$ cat config.mk
export PLATFORM = sky130hd
export DESIGN_NAME = textlcd_buf_flat
export DESIGN_NICKNAME = d
export VERILOG_FILES = /design/src/rtl/textlcd_buf_if.sv /design/src/rtl/textlcd_buf.sv /design/src/flat_wrapper.sv
export SDC_FILE = /design/constraint.sdc
export NUM_CORES = 1
export LEC_CHECK = 0
export ABC_CLOCK_PERIOD_IN_PS = 11700
export CORE_MARGIN = 4
export CORE_UTILIZATION = 51
export CTS_CLUSTER_DIAMETER = 100
export DETAILED_ROUTE_END_ITERATION = 10
export GPL_ROUTABILITY_DRIVEN = 0
export GPL_TIMING_DRIVEN = 0
export PLACE_DENSITY = 0.67
export RECOVER_POWER = 50
export SYNTH_ARGS = -nofsm -noshare
export SYNTH_HDL_FRONTEND = slang
export SYNTH_SLANG_ARGS = --single-unit
$ cat constraint.sdc
create_clock -name clk -period 11.7 [get_ports clk]
set_input_delay 1.755 -clock clk [delete_from_list [all_inputs] [get_ports clk]]
set_output_delay 1.755 -clock clk [all_outputs]
set_load 0.005 [all_outputs]
$ cat src/rtl/textlcd_buf_if.sv
`default_nettype none
// ============================================================================
// Module      : textlcd_buf_if
// Description : Bundle of host write-port and LCD-pin signals for textlcd_buf.
//               master = host / board side, slave = textlcd_buf controller.
//               AW must match the controller's buffer address width.
// Ports       : wr_en, wr_addr[AW], wr_data[8], clr      (host -> controller)
//               LCD_E, LCD_RS, LCD_RW, LCD_DATA[8],
//               init_done, frame_done                    (controller -> pins)
// Revision    : 1.0 - initial release
// ============================================================================
interface textlcd_buf_if #(
  parameter int AW = 5
);
  logic          wr_en;
  logic [AW-1:0] wr_addr;
  logic [7:0]    wr_data;
  logic          clr;
  logic          LCD_E;
  logic          LCD_RS;
  logic          LCD_RW;
  logic [7:0]    LCD_DATA;
  logic          init_done;
  logic          frame_done;

  modport master (
    output wr_en, wr_addr, wr_data, clr,
    input  LCD_E, LCD_RS, LCD_RW, LCD_DATA, init_done, frame_done
  );

  modport slave (
    input  wr_en, wr_addr, wr_data, clr,
    output LCD_E, LCD_RS, LCD_RW, LCD_DATA, init_done, frame_done
  );
endinterface
`default_nettype wire

$ cat src/rtl/textlcd_buf.sv
`default_nettype none
// ============================================================================
// Module      : textlcd_buf
// Description : HD44780-class character LCD controller, 8-bit write-only.
//               Runs the power-on init sequence, then endlessly refreshes
//               every cell from a COLS x ROWS character buffer that the host
//               writes through a single-cycle port.
// Ports       : clk        - clock, rising edge
//               resetn     - asynchronous reset, active high
//               bus.slave  - wr_en/wr_addr/wr_data/clr in,
//                            LCD_E/LCD_RS/LCD_RW/LCD_DATA/init_done/
//                            frame_done out
// Revision    : 1.0 - initial release
// ============================================================================
module textlcd_buf #(
  parameter int COLS        = 16,
  parameter int ROWS        = 2,
  parameter int SLOT        = 30,
  parameter int INIT_WAIT   = 70,
  parameter int CLR_WAIT    = 40,
  parameter int REFRESH_GAP = 40,
  parameter int AW          = $clog2(COLS*ROWS)
) (
  input  wire logic     clk,
  input  wire logic     resetn,
  textlcd_buf_if.slave  bus
);

  localparam int NCELL = COLS * ROWS;
  // Wait phases of zero length still take one cycle.
  localparam int IW_N  = (INIT_WAIT   < 1) ? 1 : INIT_WAIT;
  localparam int CW_N  = (CLR_WAIT    < 1) ? 1 : CLR_WAIT;
  localparam int GAP_N = (REFRESH_GAP < 1) ? 1 : REFRESH_GAP;
  localparam int MAX_A = (IW_N > CW_N) ? IW_N : CW_N;
  localparam int MAX_B = (GAP_N > SLOT) ? GAP_N : SLOT;
  localparam int CNT_MAX = (MAX_A > MAX_B) ? MAX_A : MAX_B;
  localparam int CNTW  = $clog2(CNT_MAX + 1);
  localparam int COLW  = (COLS > 1) ? $clog2(COLS) : 1;

  localparam logic [CNTW-1:0] C_IW_LAST   = CNTW'(IW_N - 1);
  localparam logic [CNTW-1:0] C_CW_LAST   = CNTW'(CW_N - 1);
  localparam logic [CNTW-1:0] C_GAP_LAST  = CNTW'(GAP_N - 1);
  localparam logic [CNTW-1:0] C_SLOT_LAST = CNTW'(SLOT - 1);
  localparam logic [CNTW-1:0] C_E_LAST    = CNTW'(SLOT - 2);
  localparam logic [COLW-1:0] C_COL_LAST  = COLW'(COLS - 1);
  localparam logic            C_ROW_LAST  = 1'(ROWS - 1);
  localparam logic [7:0]      C_FSET_BYTE = (ROWS == 2) ? 8'h38 : 8'h30;

  typedef enum logic [3:0] {
    S_WAIT  = 4'd0,
    S_FSET  = 4'd1,
    S_DISP  = 4'd2,
    S_ENTRY = 4'd3,
    S_CLEAR = 4'd4,
    S_CWAIT = 4'd5,
    S_ADDR  = 4'd6,
    S_CHAR  = 4'd7,
    S_GAP   = 4'd8
  } state_t;

  state_t          state_q, state_d;
  logic [CNTW-1:0] cnt_q, cnt_d;
  logic [COLW-1:0] col_q, col_d;
  logic            row_q, row_d;
  logic            e_q, e_d;
  logic            rs_q, rs_d;
  logic [7:0]      data_q, data_d;
  logic            init_done_q, init_done_d;
  logic            frame_done_q, frame_done_d;
  logic [NCELL-1:0][7:0] buf_q;

  logic            slot_last;
  logic            byte_d;
  logic [AW-1:0]   rd_addr;
  logic [7:0]      rd_char;
  logic            wr_ok;

  assign slot_last = (cnt_q == C_SLOT_LAST);
  assign wr_ok     = bus.wr_en && (int'(bus.wr_addr) < NCELL);

  // --------------------------------------------------------------------------
  // Next-state logic
  // --------------------------------------------------------------------------
  always_comb begin
    state_d = state_q;
    cnt_d   = cnt_q + 1'b1;
    col_d   = col_q;
    row_d   = row_q;
    unique case (state_q)
      S_WAIT:  if (cnt_q == C_IW_LAST) begin state_d = S_FSET;  cnt_d = '0; end
      S_FSET:  if (slot_last)          begin state_d = S_DISP;  cnt_d = '0; end
      S_DISP:  if (slot_last)          begin state_d = S_ENTRY; cnt_d = '0; end
      S_ENTRY: if (slot_last)          begin state_d = S_CLEAR; cnt_d = '0; end
      S_CLEAR: if (slot_last)          begin state_d = S_CWAIT; cnt_d = '0; end
      S_CWAIT: if (cnt_q == C_CW_LAST) begin
        state_d = S_ADDR;
        cnt_d   = '0;
        row_d   = 1'b0;
      end
      S_ADDR: if (slot_last) begin
        state_d = S_CHAR;
        cnt_d   = '0;
        col_d   = '0;
      end
      S_CHAR: if (slot_last) begin
        cnt_d = '0;
        if (col_q == C_COL_LAST) begin
          if (row_q == C_ROW_LAST) begin
            state_d = S_GAP;
          end else begin
            state_d = S_ADDR;
            row_d   = row_q + 1'b1;
          end
        end else begin
          col_d = col_q + 1'b1;
        end
      end
      S_GAP: if (cnt_q == C_GAP_LAST) begin
        state_d = S_ADDR;
        cnt_d   = '0;
        row_d   = 1'b0;
      end
      default: begin
        state_d = S_WAIT;
        cnt_d   = '0;
      end
    endcase
  end

  // --------------------------------------------------------------------------
  // Output logic: pins are registered, so they are computed from the state
  // the block is about to enter. RS/DATA load only at slot-cycle 0 and hold
  // otherwise, which keeps them stable through the wait phases.
  // --------------------------------------------------------------------------
  assign byte_d  = (state_d == S_FSET) || (state_d == S_DISP) ||
                   (state_d == S_ENTRY) || (state_d == S_CLEAR) ||
                   (state_d == S_ADDR) || (state_d == S_CHAR);
  assign rd_addr = AW'(int'(row_d) * COLS + int'(col_d));

  // A write or clear landing on the same edge as the character fetch is
  // forwarded, so any write made before the fetch edge is displayed.
  always_comb begin
    if (bus.clr) begin
      rd_char = 8'h20;
    end else if (wr_ok && (bus.wr_addr == rd_addr)) begin
      rd_char = bus.wr_data;
    end else begin
      rd_char = buf_q[rd_addr];
    end
  end

  always_comb begin
    e_d          = 1'b0;
    rs_d         = rs_q;
    data_d       = data_q;
    init_done_d  = init_done_q;
    frame_done_d = 1'b0;
    if (byte_d && (cnt_d != '0) && (cnt_d <= C_E_LAST)) begin
      e_d = 1'b1;
    end
    if (byte_d && (cnt_d == '0)) begin
      unique case (state_d)
        S_FSET:  begin rs_d = 1'b0; data_d = C_FSET_BYTE; end
        S_DISP:  begin rs_d = 1'b0; data_d = 8'h0C; end
        S_ENTRY: begin rs_d = 1'b0; data_d = 8'h06; end
        S_CLEAR: begin rs_d = 1'b0; data_d = 8'h01; end
        S_ADDR:  begin rs_d = 1'b0; data_d = row_d ? 8'hC0 : 8'h80; end
        S_CHAR:  begin rs_d = 1'b1; data_d = rd_char; end
        default: begin rs_d = rs_q; data_d = data_q; end
      endcase
    end
    if ((state_q == S_CWAIT) && (state_d == S_ADDR)) begin
      init_done_d = 1'b1;
    end
    if ((state_q != S_GAP) && (state_d == S_GAP)) begin
      frame_done_d = 1'b1;
    end
  end

  // --------------------------------------------------------------------------
  // State and output registers
  // --------------------------------------------------------------------------
  always_ff @(posedge clk or posedge resetn) begin
    if (resetn) begin
      state_q      <= S_WAIT;
      cnt_q        <= '0;
      col_q        <= '0;
      row_q        <= 1'b0;
      e_q          <= 1'b0;
      rs_q         <= 1'b0;
      data_q       <= 8'h00;
      init_done_q  <= 1'b0;
      frame_done_q <= 1'b0;
    end else begin
      state_q      <= state_d;
      cnt_q        <= cnt_d;
      col_q        <= col_d;
      row_q        <= row_d;
      e_q          <= e_d;
      rs_q         <= rs_d;
      data_q       <= data_d;
      init_done_q  <= init_done_d;
      frame_done_q <= frame_done_d;
    end
  end

  // --------------------------------------------------------------------------
  // Character buffer: clear has priority over a simultaneous write.
  // --------------------------------------------------------------------------
  always_ff @(posedge clk or posedge resetn) begin
    if (resetn) begin
      buf_q <= {NCELL{8'h20}};
    end else if (bus.clr) begin
      buf_q <= {NCELL{8'h20}};
    end else if (wr_ok) begin
      buf_q[bus.wr_addr] <= bus.wr_data;
    end
  end

  assign bus.LCD_E      = e_q;
  assign bus.LCD_RS     = rs_q;
  assign bus.LCD_RW     = 1'b0;
  assign bus.LCD_DATA   = data_q;
  assign bus.init_done  = init_done_q;
  assign bus.frame_done = frame_done_q;

endmodule
`default_nettype wire

$ cat src/flat_wrapper.sv
// flat-port wrapper written by rule: the top's interface ports become plain ports
module textlcd_buf_flat 
#(
  parameter int COLS        = 16,
  parameter int ROWS        = 2,
  parameter int SLOT        = 30,
  parameter int INIT_WAIT   = 70,
  parameter int CLR_WAIT    = 40,
  parameter int REFRESH_GAP = 40,
  parameter int AW          = $clog2(COLS*ROWS)
)
  (clk, resetn, bus_wr_en, bus_wr_addr, bus_wr_data, bus_clr, bus_LCD_E, bus_LCD_RS, bus_LCD_RW, bus_LCD_DATA, bus_init_done, bus_frame_done);
  textlcd_buf_if #(.AW(AW)) bus_i ();
  input  wire logic clk;
  input  wire logic resetn;
  input wire logic [$bits(bus_i.wr_en)-1:0] bus_wr_en;
  input wire logic [$bits(bus_i.wr_addr)-1:0] bus_wr_addr;
  input wire logic [$bits(bus_i.wr_data)-1:0] bus_wr_data;
  input wire logic [$bits(bus_i.clr)-1:0] bus_clr;
  output wire logic [$bits(bus_i.LCD_E)-1:0] bus_LCD_E;
  output wire logic [$bits(bus_i.LCD_RS)-1:0] bus_LCD_RS;
  output wire logic [$bits(bus_i.LCD_RW)-1:0] bus_LCD_RW;
  output wire logic [$bits(bus_i.LCD_DATA)-1:0] bus_LCD_DATA;
  output wire logic [$bits(bus_i.init_done)-1:0] bus_init_done;
  output wire logic [$bits(bus_i.frame_done)-1:0] bus_frame_done;
  assign bus_i.wr_en = bus_wr_en;
  assign bus_i.wr_addr = bus_wr_addr;
  assign bus_i.wr_data = bus_wr_data;
  assign bus_i.clr = bus_clr;
  assign bus_LCD_E = bus_i.LCD_E;
  assign bus_LCD_RS = bus_i.LCD_RS;
  assign bus_LCD_RW = bus_i.LCD_RW;
  assign bus_LCD_DATA = bus_i.LCD_DATA;
  assign bus_init_done = bus_i.init_done;
  assign bus_frame_done = bus_i.frame_done;
  textlcd_buf #(.COLS(COLS), .ROWS(ROWS), .SLOT(SLOT), .INIT_WAIT(INIT_WAIT), .CLR_WAIT(CLR_WAIT), .REFRESH_GAP(REFRESH_GAP), .AW(AW)) u_core (.clk(clk), .resetn(resetn), .bus(bus_i));
endmodule
; ---- Word level (Yosys, flattened, before mapping)
; Index checks and enable logic that the tools add are counted.
[totals]
mem_bits_ro = 0
memories = 0
in_bits = 17
latchBits = 0
elab_cells = 131
mem_bits_rw = 0
ff_bits = 284
[classes]
magnitude_cmp = 4
mul = 0
div = 0
bitwise_logic = 0
shift = 0
eq_ne = 21
n_mux = 38
n_addsub = 4
reduce_logical = 23
[op_table]
columns = operator, count
row1 = $mux 256, 2
row2 = $bwmux 256, 1
row3 = $mux 4, 13
row4 = $pmux 8 s6, 1
row5 = $bmux 8 s5, 1
row6 = $demux 8 s5, 1
row7 = $mux 8, 4
row8 = $pmux 4 s8, 1
row9 = $eq 4x3->1 const B, 7
row10 = $mux 7, 4
row11 = $pmux 7 s3, 1
row12 = $eq 4x2->1 const B, 4
row13 = $eq 4x4->1 const B, 3
row14 = $lt 5x6->1 const B, 2
row15 = $eq 4x1->1 const B, 2
row16 = $pmux 4 s2, 1
row17 = $add 7x1->7 const B, 1
row18 = $eq 7x5->1 const B, 1
row19 = $eq 7x6->1 const B, 1
row20 = $eq 7x7->1 const B, 1
row21 = $le 7x5->1 const B, 1
row22 = $logic_and 1x1->1, 7
row23 = $logic_not 7->1, 1
row24 = $reduce_bool 7->1, 1
row25 = 16 further kinds, 28

; ---- Longest topological paths before layout
; Gate-level depths: netlist of run 1.
[logic_depth]
word_depth = 13
ltp_mapped = 17
mapped_depth_nobuf = 12

; ---- Least setup slack after synthesis of run 1
; OpenSTA, ideal clock, no wires.
[synth_timing]
path_type = input port to flip-flop
start = input bus_wr_addr[0]
end = register u_core.buf_q[117] (netlist name)
t_arrival_ns = 3.234
setup_time_ns = 0.082
required_ns = 11.618
path_slack_ns = 8.384
cell_stages = 6
cell_sequence = clkbuf_1 -> or2_2 -> clkbuf_1 -> nor2_1 -> nor2b_1 -> a211o_1
[synth_via]
elab_chain_cells = 7
[synth_rtl]
columns = element, line
row1 = from (decl), flat_wrapper.sv:17  ; input wire logic [$bits(bus_i.wr_addr)-1:0] bus_wr_addr;
row2 = $lt 5x6->1 (not written as such) / $ge 5x1->1 (equally long branches), textlcd_buf.sv:216  ; buf_q[bus.wr_addr] <= bus.wr_data;
row3 = $logic_and 1x1->1 (not written as such), textlcd_buf.sv:216
row4 = $mux 8 (not written as such), textlcd_buf.sv:216
row5 = $demux 8 s5 (*), n/a
row6 = $bwmux 256 (*), textlcd_buf.sv:216
row7 = $mux 256 (*), textlcd_buf.sv:215  ; end else if (wr_ok) begin
row8 = $mux 256 (*), textlcd_buf.sv:213  ; end else if (bus.clr) begin
row9 = to (signal assigned), textlcd_buf.sv:212  ; buf_q <= {NCELL{8'h20}};
row10 = to (signal assigned), textlcd_buf.sv:214  ; buf_q <= {NCELL{8'h20}};
row11 = "to (signal, indexed assignment)", textlcd_buf.sv:216
row12 = to (decl), textlcd_buf.sv:70  ; logic [NCELL-1:0][7:0] buf_q;
; Every way passes the cells marked *; elsewhere a longest branch is shown, timed or not. The select of a mux whose other input is x is not followed.
; A chain may end at the register's enable or synchronous reset.

; ---- Final worst setup path of run 1
[layout_timing]
start = register u_core.cnt_q[0]
end = register u_core.data_q[1] (netlist: u_core.bus.LCD_DATA[1])
[layout_rtl]
columns = element, line
row1 = from (decl), textlcd_buf.sv:62  ; logic [CNTW-1:0] cnt_q, cnt_d;
row2 = from (signal assigned), textlcd_buf.sv:196  ; cnt_q <= cnt_d;
row3 = $eq 7x5->1 (*), textlcd_buf.sv:78  ; assign slot_last = (cnt_q == C_SLOT_LAST);
row4 = "$mux 4, on equally long branches", "textlcd_buf.sv:105, textlcd_buf.sv:100"
row5 = $pmux 4 s2 (*), textlcd_buf.sv:89  ; unique case (state_q)
row6 = named net u_core.col_d[3], textlcd_buf.sv:63  ; logic [COLW-1:0] col_q, col_d;
row7 = $add 5x4->5 (*), textlcd_buf.sv:138  ; assign rd_addr = AW'(int'(row_d) * COLS + int'(col_d));
row8 = $bmux 8 s5 / $eq 5x5->1 (equally long branches), "textlcd_buf.sv:148, textlcd_buf.sv:145"
row9 = $mux 8 (not written as such) / $logic_and 1x1->1 (equally long branches), "textlcd_buf.sv:148, textlcd_buf.sv:145"
row10 = $mux 8 (*), textlcd_buf.sv:145  ; end else if (wr_ok && (bus.wr_addr == rd_addr)) begin
row11 = $mux 8 (*), textlcd_buf.sv:143  ; if (bus.clr) begin
row12 = $pmux 8 s6 (*), textlcd_buf.sv:162  ; unique case (state_d)
row13 = to (signal assigned), textlcd_buf.sv:201  ; data_q <= data_d;
row14 = to (decl), textlcd_buf.sv:67  ; logic [7:0] data_q, data_d;
; The timed path passes the listed nets; every way through them passes the cells marked *. The select of a mux whose other input is x is not followed.

==> key figures, run 1 <==
Status
  • Outcome: finished with violations
  • Failing checks: capacitance limit, slew limit

Floorplan
  • Chip Height: 179 um
  • Initial Util: 51.7%
  • Die X: 179 um
  • IO Pins: 30
  • Total Die Area: 31,900 sq um
  • FP Rows: 62
  • Core Box Area: 28,700 sq um

Place
  • Post-DP HPWL: 35,500 um
  • PortBufs: 16
  • Placed inst area: 15,500 sq um
  • Placed cell count: 1,996

Power
  • Power share of the clock group: 47.7%
  • Pwr Total: 2.11 mW
  • Seq pwr share: 47.2%
  • Sw Share: 24.2%
  • Power Dens Cells: 127 nW/um^2
  • Leak: 7.34 nW
  • Logic gate share of total power: 5.1%
  • Psw: 0.511 mW
  • Int Power: 1.60 mW
  • Max VDD drop: 92.9 uV

Synth
  • Synthesized area: 14,800 sq um
  • Main synth FF type: dfrtp_1
  • Syn Nets: 1,614
  • Register area share after synthesis: 48.2%
  • Mapped Avg Cell Area: 9.30 sq um
  • Register bit total from synthesis: 284
  • Netlist cell types: 71
  • Yosys warnings: 0
  • Synth Instances: 1,594
  • Async S/R FF share, synth: 100%
  • Post-synth EDFFs: 0

Clock network
  • Setup bufs post-CTS: 0
  • CTS tree: yes
  • Clk root buf: clkbuf_16
  • CTS Buffer Depth: 3
  • CTS buffer count: 34
  • Clk Latency, worst-skew pair: 0.52 ns
  • Clock slew at reported path FFs: 0.05 ns
  • CTS resizes: 0
  • Htree depth: 2
  • CTS Sinks: 284
  • Cts hold-fix bufs: 0

Min path
  • Hold Crit Class: reg2reg
  • Hold path cells: 1

Finish
  • # nets final: 1,668
  • Fin cells: 2,055
  • Commonest non-fill, non-tap cells in the layout: nand2_1 (275), dfrtp_1 (252), nor2_1 (240), mux2i_1 (226), clkbuf_1 (101)
  • Number of diodes: 0
  • Syn-to-layout area delta: 11.6%
  • Most common cell after layout, fill and taps aside: nand2_1
  • Layout Cell Area excl Fill: 16,500 sq um
  • Layout cells sized above 1: 7.78%

Critical path
  • Critical path type: reg2reg
  • Top delay family on crit path: compound AO/OA/AOI/OAI gates
  • CP cell instances: ha_1 > nand4bb_1 > clkbuf_1 > nor4_1 > o22ai_1 > clkinv_1 > a311oi_1 > a2111oi_0 > o41ai_1 > a221o_1
  • WP buf/inv: 2
  • Crit path max fanout: 10
  • Worst endpoint data arrival time: 5.17 ns
  • Number of stages on the worst setup path: 10
  • Worst Setup End Kind: flop
  • CP max stage cell: o41ai_1
  • CP startpoint kind: flop
  • Slowest cell delay on critical path: 0.87 ns
  • CP Data Required Time: 12.14 ns
  • Worst Reg-to-Reg Cells: 10

Route
  • DRT antenna net count: 0
  • Routed via count: 13,000
  • Routed wire length: 52,400 um
  • Via density: 6.34
  • Drt first pass iters: 8
  • Avg WL per Cell: 25.5 um
  • Iteration-0 DRC count of the detailed router: 1,763
  • Residual DRC: 0

STA
  • RSZ-0062 raised after global routing: no
  • Setup TNS: 0 ns
  • Final setup violation count: 0
  • Fmax: 211 MHz
  • Slew @ Worst Pin: 2.99 ns
  • Clk_skew: 0.0191 ns
  • Fin. Hold Viols: 0
  • Slew Limit Fails: 65
  • Final worst path period share: 40.5%
  • Rel. slew slack: -101%
  • Minimum clock period: 4.73 ns

Global route
  • Initial antenna violation count: 1
  • Vias in the first global route: 12,400
  • Pin count of the biggest net entering global routing: 117
  • Global-route wire length before repair: 78,600 um
  • Grt total ovfl: 0
  • Total GRT Usage: 32.9%

Flow run
  • Max-cap violations: 1
[per-layer routing]
metal / vias up / global-route usage [%] / part of all wire (%)
met3: 190 / 8.67 / 12
met5: - / 0 / 0.025
li1: 5614 / - / -
met4: 2 / 13.9 / 5.4
met1: 6362 / 45.5 / 40
met2: 864 / 49.2 / 43
[stage by stage]
step	worst slack, ns	utilization [%]	hold WS, ns
finish	6.97	57.7	0.448
global route	6.67	57.7	0.467
CTS	7.66	57.7	0.457
detailed placement	7.35	54.1	0.446
global placement	-1.62	53.9	0.444
floorplan	2.16	-	0.451
[logic make-up (layout without fill, tap and decap cells)]
group | after synthesis | in the layout | share of synthesized area, %
fa+ha+maj | 3 | 3 | 0.253
mux | 229 | 229 | 15.6
buf+inv | 136 | 213 | 4.14
other cells | 1 | 1 | 0.0253
compound gates | 189 | 189 | 8.90
xor+xnor | 9 | 9 | 0.532
flops | 284 | 284 | 48.2
simple gates | 743 | 743 | 22.4
[worst reg2reg max path, stage by stage (launching register included)]
cell	delay [ns]
dfrtp_1	0.44
ha_1	0.25
nand4bb_1	0.10
clkbuf_1	0.30
nor4_1	0.11
o22ai_1	0.68
clkinv_1	0.72
a311oi_1	0.71
a2111oi_0	0.21
o41ai_1	0.88
a221o_1	0.27
[final cells by class]
type	count	area [sq um]
Multi-Input combinational cell	1174	7060
Sequential cell	284	7150
Clock inverter	7	45.0
Buffer	126	556
Timing Repair Buffer	18	215
Inverter	10	56.3
Tap cell	384	480
Clock buffer	52	990
Fill cell	2564	12200
[worst paths after layout]
check	from	to	slack (ns)
max in group asynchronous	resetn	u_core.row_q$_DFF_PP0_	7.23
worst min-delay path	u_core.bus.init_done$_DFFE_PP0P_	u_core.bus.init_done$_DFFE_PP0P_	0.45
min in group asynchronous	resetn	u_core.buf_q[59]$_DFFE_PP0P_	2.55
worst min register to register	u_core.bus.init_done$_DFFE_PP0P_	u_core.bus.init_done$_DFFE_PP0P_	0.45
worst max register to register	u_core.cnt_q[0]$_DFF_PP0_	u_core.bus.LCD_DATA[1]$_DFFE_PP0P_	6.97
worst max-delay path	u_core.cnt_q[0]$_DFF_PP0_	u_core.bus.LCD_DATA[1]$_DFFE_PP0P_	6.97
[sequential cells by signal (all words and copies together) (netlist names)]
register,flops
u_core.bus.frame_done,1
u_core.bus.LCD_RS,1
u_core.col_q,4
u_core.state_q,4
u_core.cnt_q,7
u_core.bus.LCD_DATA,8
u_core.bus.init_done,1
u_core.buf_q,256
u_core.row_q,1
u_core.bus.LCD_E,1
[cell usage after synthesis (32+ instances only)]
cell type,count,area (sq um)
a211o_1,32,280
nand3_1,88,440
clkbuf_1,86,323
dfrtp_1,252,6310
mux2i_1,226,2260
and3_1,40,250
nand2_1,275,1030
nor2_1,240,901
a21oi_1,46,230
dfstp_2,32,841
[power by group through the flow]
stage	Clock (mW)	Combinational, mW	Sequential, mW
final	1.01	0.108	0.995
after floorplan	0	0.0657	1.01
after detailed placement	0	0.106	1.01
after global routing	1.06	0.116	0.995
after CTS	1.01	0.106	0.995
after global placement	0	0.102	1.01
No activity file was read; power rests on OpenSTA's default activity.
==> inputs of run 2 (changes only) <==
- ABC_CLOCK_PERIOD_IN_PS: 11700 -> 4059
- PLACE_DENSITY: 0.67 -> 0.7
- clock period: 11.7 -> 4.06 ns (I/O delays scaled with it)
==> run 2 against run 1 <==
Effect of this change: the run ends with DRC, capacitance limit, slew limit, setup timing left; sequential share of layout area fell by 0.17 points; worst setup slack got worse by 7.0 ns; final cell count about the same; sequential power increased to 2.9 times the previous value; critical path depth unchanged; register-to-register slack worse by 7.0 ns; core utilization grew 0.23 points; routed wire length fell by 1.1%; critical endpoint is now u_core.bus.LCD_DATA[4]$_DFFE_PP0P_; highest routed layer unchanged.
==> key figures, run 2 (synthesized netlist as in run 1, its figures left out) <==
Critical path
  • Worst endpoint data arrival time: 4.57 ns
  • Crit path top cell by count: clkbuf_1
  • CP startpoint kind: flop
  • Worst Setup End Kind: flop
  • Slowest cell delay on critical path: 0.71 ns
  • Worst setup path start: u_core.cnt_q[0]$_DFF_PP0_
  • Critical path type: reg2reg
  • CP Data Required Time: 4.55 ns
  • CP cell instances: ha_1 > and4bb_2 > nand3_2 > o21ai_1 > clkbuf_1 > clkbuf_1 > o32ai_1 > a311oi_1 > nand4_1 > a21oi_1
  • Setup slack, reg-to-reg: -0.01 ns
  • Reg2reg start: u_core.cnt_q[0]$_DFF_PP0_
  • Crit path max fanout: 10
  • CP max stage cell: clkbuf_1

STA
  • RSZ-0062 raised after global routing: yes
  • Fin. Hold Viols: 0
  • Final setup violation count: 1
  • Slew @ Worst Pin: 1.86 ns
  • Fmax: 246 MHz
  • Final worst path period share: 100%
  • Minimum clock period: 4.07 ns
  • Clk_skew: 0.00950 ns
  • Rel. slew slack: -24.2%
  • Final Worst Setup Slack: -0.0132 ns
  • Hold WS: 0.452 ns
  • Slew Limit Fails: 146
  • Setup TNS: -0.0132 ns

Route
  • DRT antenna net count: 0
  • Routed wire length: 51,800 um
  • Iteration-0 DRC count of the detailed router: 2,101
  • Via density: 6.42
  • Drt first pass iters: 11
  • Avg WL per Cell: 25.2 um
  • Residual DRC: 1
  • Routed via count: 13,200

Floorplan
  • IO Pins: 30
  • Initial Util: 51.7%
  • Core Box Area: 28,700 sq um
  • Total Die Area: 31,900 sq um
  • Die X: 179 um
  • Chip Height: 179 um
  • FP Rows: 62

Global route
  • Pin count of the biggest net entering global routing: 43
  • Total GRT Usage: 32.7%
  • Initial antenna violation count: 2
  • Vias in the first global route: 12,400
  • Grt total ovfl: 0
  • Global-route wire length before repair: 78,400 um

Clock network
  • CTS resizes: 0
  • CTS Buffer Depth: 3
  • Setup bufs post-CTS: 0
  • CTS Sinks: 284
  • CTS tree: yes
  • CTS buffer count: 31
  • Htree depth: 1
  • Clk root buf: clkbuf_16
  • Clock slew at reported path FFs: 0.06 ns
  • Clk Latency, worst-skew pair: 0.57 ns
  • Cts hold-fix bufs: 0

Finish
  • Number of diodes: 0
  • Fin cells: 2,056
  • Commonest non-fill, non-tap cells in the layout: nand2_1 (275), dfrtp_1 (252), nor2_1 (239), mux2i_1 (226), clkbuf_1 (92)
  • Syn-to-layout area delta: 12.1%
  • Most common cell after layout, fill and taps aside: nand2_1
  • Final core utilization: 57.9%
  • Biggest register: u_core.buf_q
  • Layout cells sized above 1: 8.73%
  • Fillers: 2,532
  • Max FFs per register: 256
  • # nets final: 1,669

Place
  • PortBufs: 16
  • Pre-CTS setup slack: 0.113 ns
  • Post-DP HPWL: 35,900 um
  • Placed cell count: 2,001

Power
  • Leak: 7.39 nW
  • Max VDD drop: 399 uV
  • Power Dens Cells: 361 nW/um^2

Min path
  • Hold Crit Start: u_core.bus.init_done$_DFFE_PP0P_
  • Hold Crit Class: reg2reg

Flow run
  • Max-cap violations: 4

Status
  • Outcome: finished with violations
  • Failing checks: DRC, capacitance limit, slew limit, setup timing
==> run 2: cell count changes in the layout (fill, tap and decap cells not counted), sizes merged <==
| cell | change |
|---|---|
| clkdlybuf4s50 | +12 |
| dlygate4sd3 | -12 |
| clkbuf | -4 |
| clkinv | +3 |
| dlymetal6s4s | +2 |
| bufinv | +1 |
| inv | -1 |
==> run 2: cell type report <==
cell class / instances / area, sq um / share of cell area [%]
tap: 384 / 480 / 2.89
timing repair buffer: 23 / 269 / 1.62
buffer: 125 / 564 / 3.40
multi-input combinational: 1174 / 7090 / 42.7
sequential: 284 / 7150 / 43.0
inverter: 10 / 56.3 / 0.339
clock buffer: 46 / 932 / 5.61
clock inverter: 10 / 78.8 / 0.474
==> run 2: worst paths after layout <==
kind,endpoint,depth (start not counted)
max,u_core.bus.LCD_DATA[4]$_DFFE_PP0P_,10
min,u_core.bus.init_done$_DFFE_PP0P_,1
max reg2reg,u_core.bus.LCD_DATA[4]$_DFFE_PP0P_,10
min reg2reg,u_core.bus.init_done$_DFFE_PP0P_,1
max in group asynchronous,u_core.cnt_q[6]$_DFF_PP0_,3
min in group asynchronous,u_core.buf_q[222]$_DFFE_PP0P_,2
==> run 2: metrics by stage <==
stage | power (mW) | cell area (sq um)
finish | 6.01 | 16600
detailed placement | 3.23 | 15600
global route | 6.15 | 16600
global placement | 3.21 | 15500
CTS | 6.01 | 16600
floorplan | 3.10 | 14800
==> run 2: layer usage <==
metal	vias to the layer above	GRT usage (%)	wire length [um]	share of wire, %
met1	6465	45.3	20000	39
met3	202	8.86	6590	13
li1	5614	-	-	-
met4	4	14.8	2980	5.8
met2	910	48.3	22200	43
met5	-	0	19	0.037
==> run 2: critical path, delay by kind of cell, from the launching register on <==
family / cells / cell delay, ns
buffers and inverters: 2 / 1.32
flip-flops: 1 / 0.43
AND/OR/NAND/NOR: 3 / 0.69
adder cells (fa/ha/maj): 1 / 0.22
AO/OA/AOI/OAI: 4 / 1.33
==> run 2: power breakdown <==
part	total [mW]	switching, mW	leakage [nW]	internal, mW
logic	0.315	0.244	3.06	0.0711
registers	2.87	0.0118	3.82	2.86
clock network	2.82	1.19	0.510	1.64
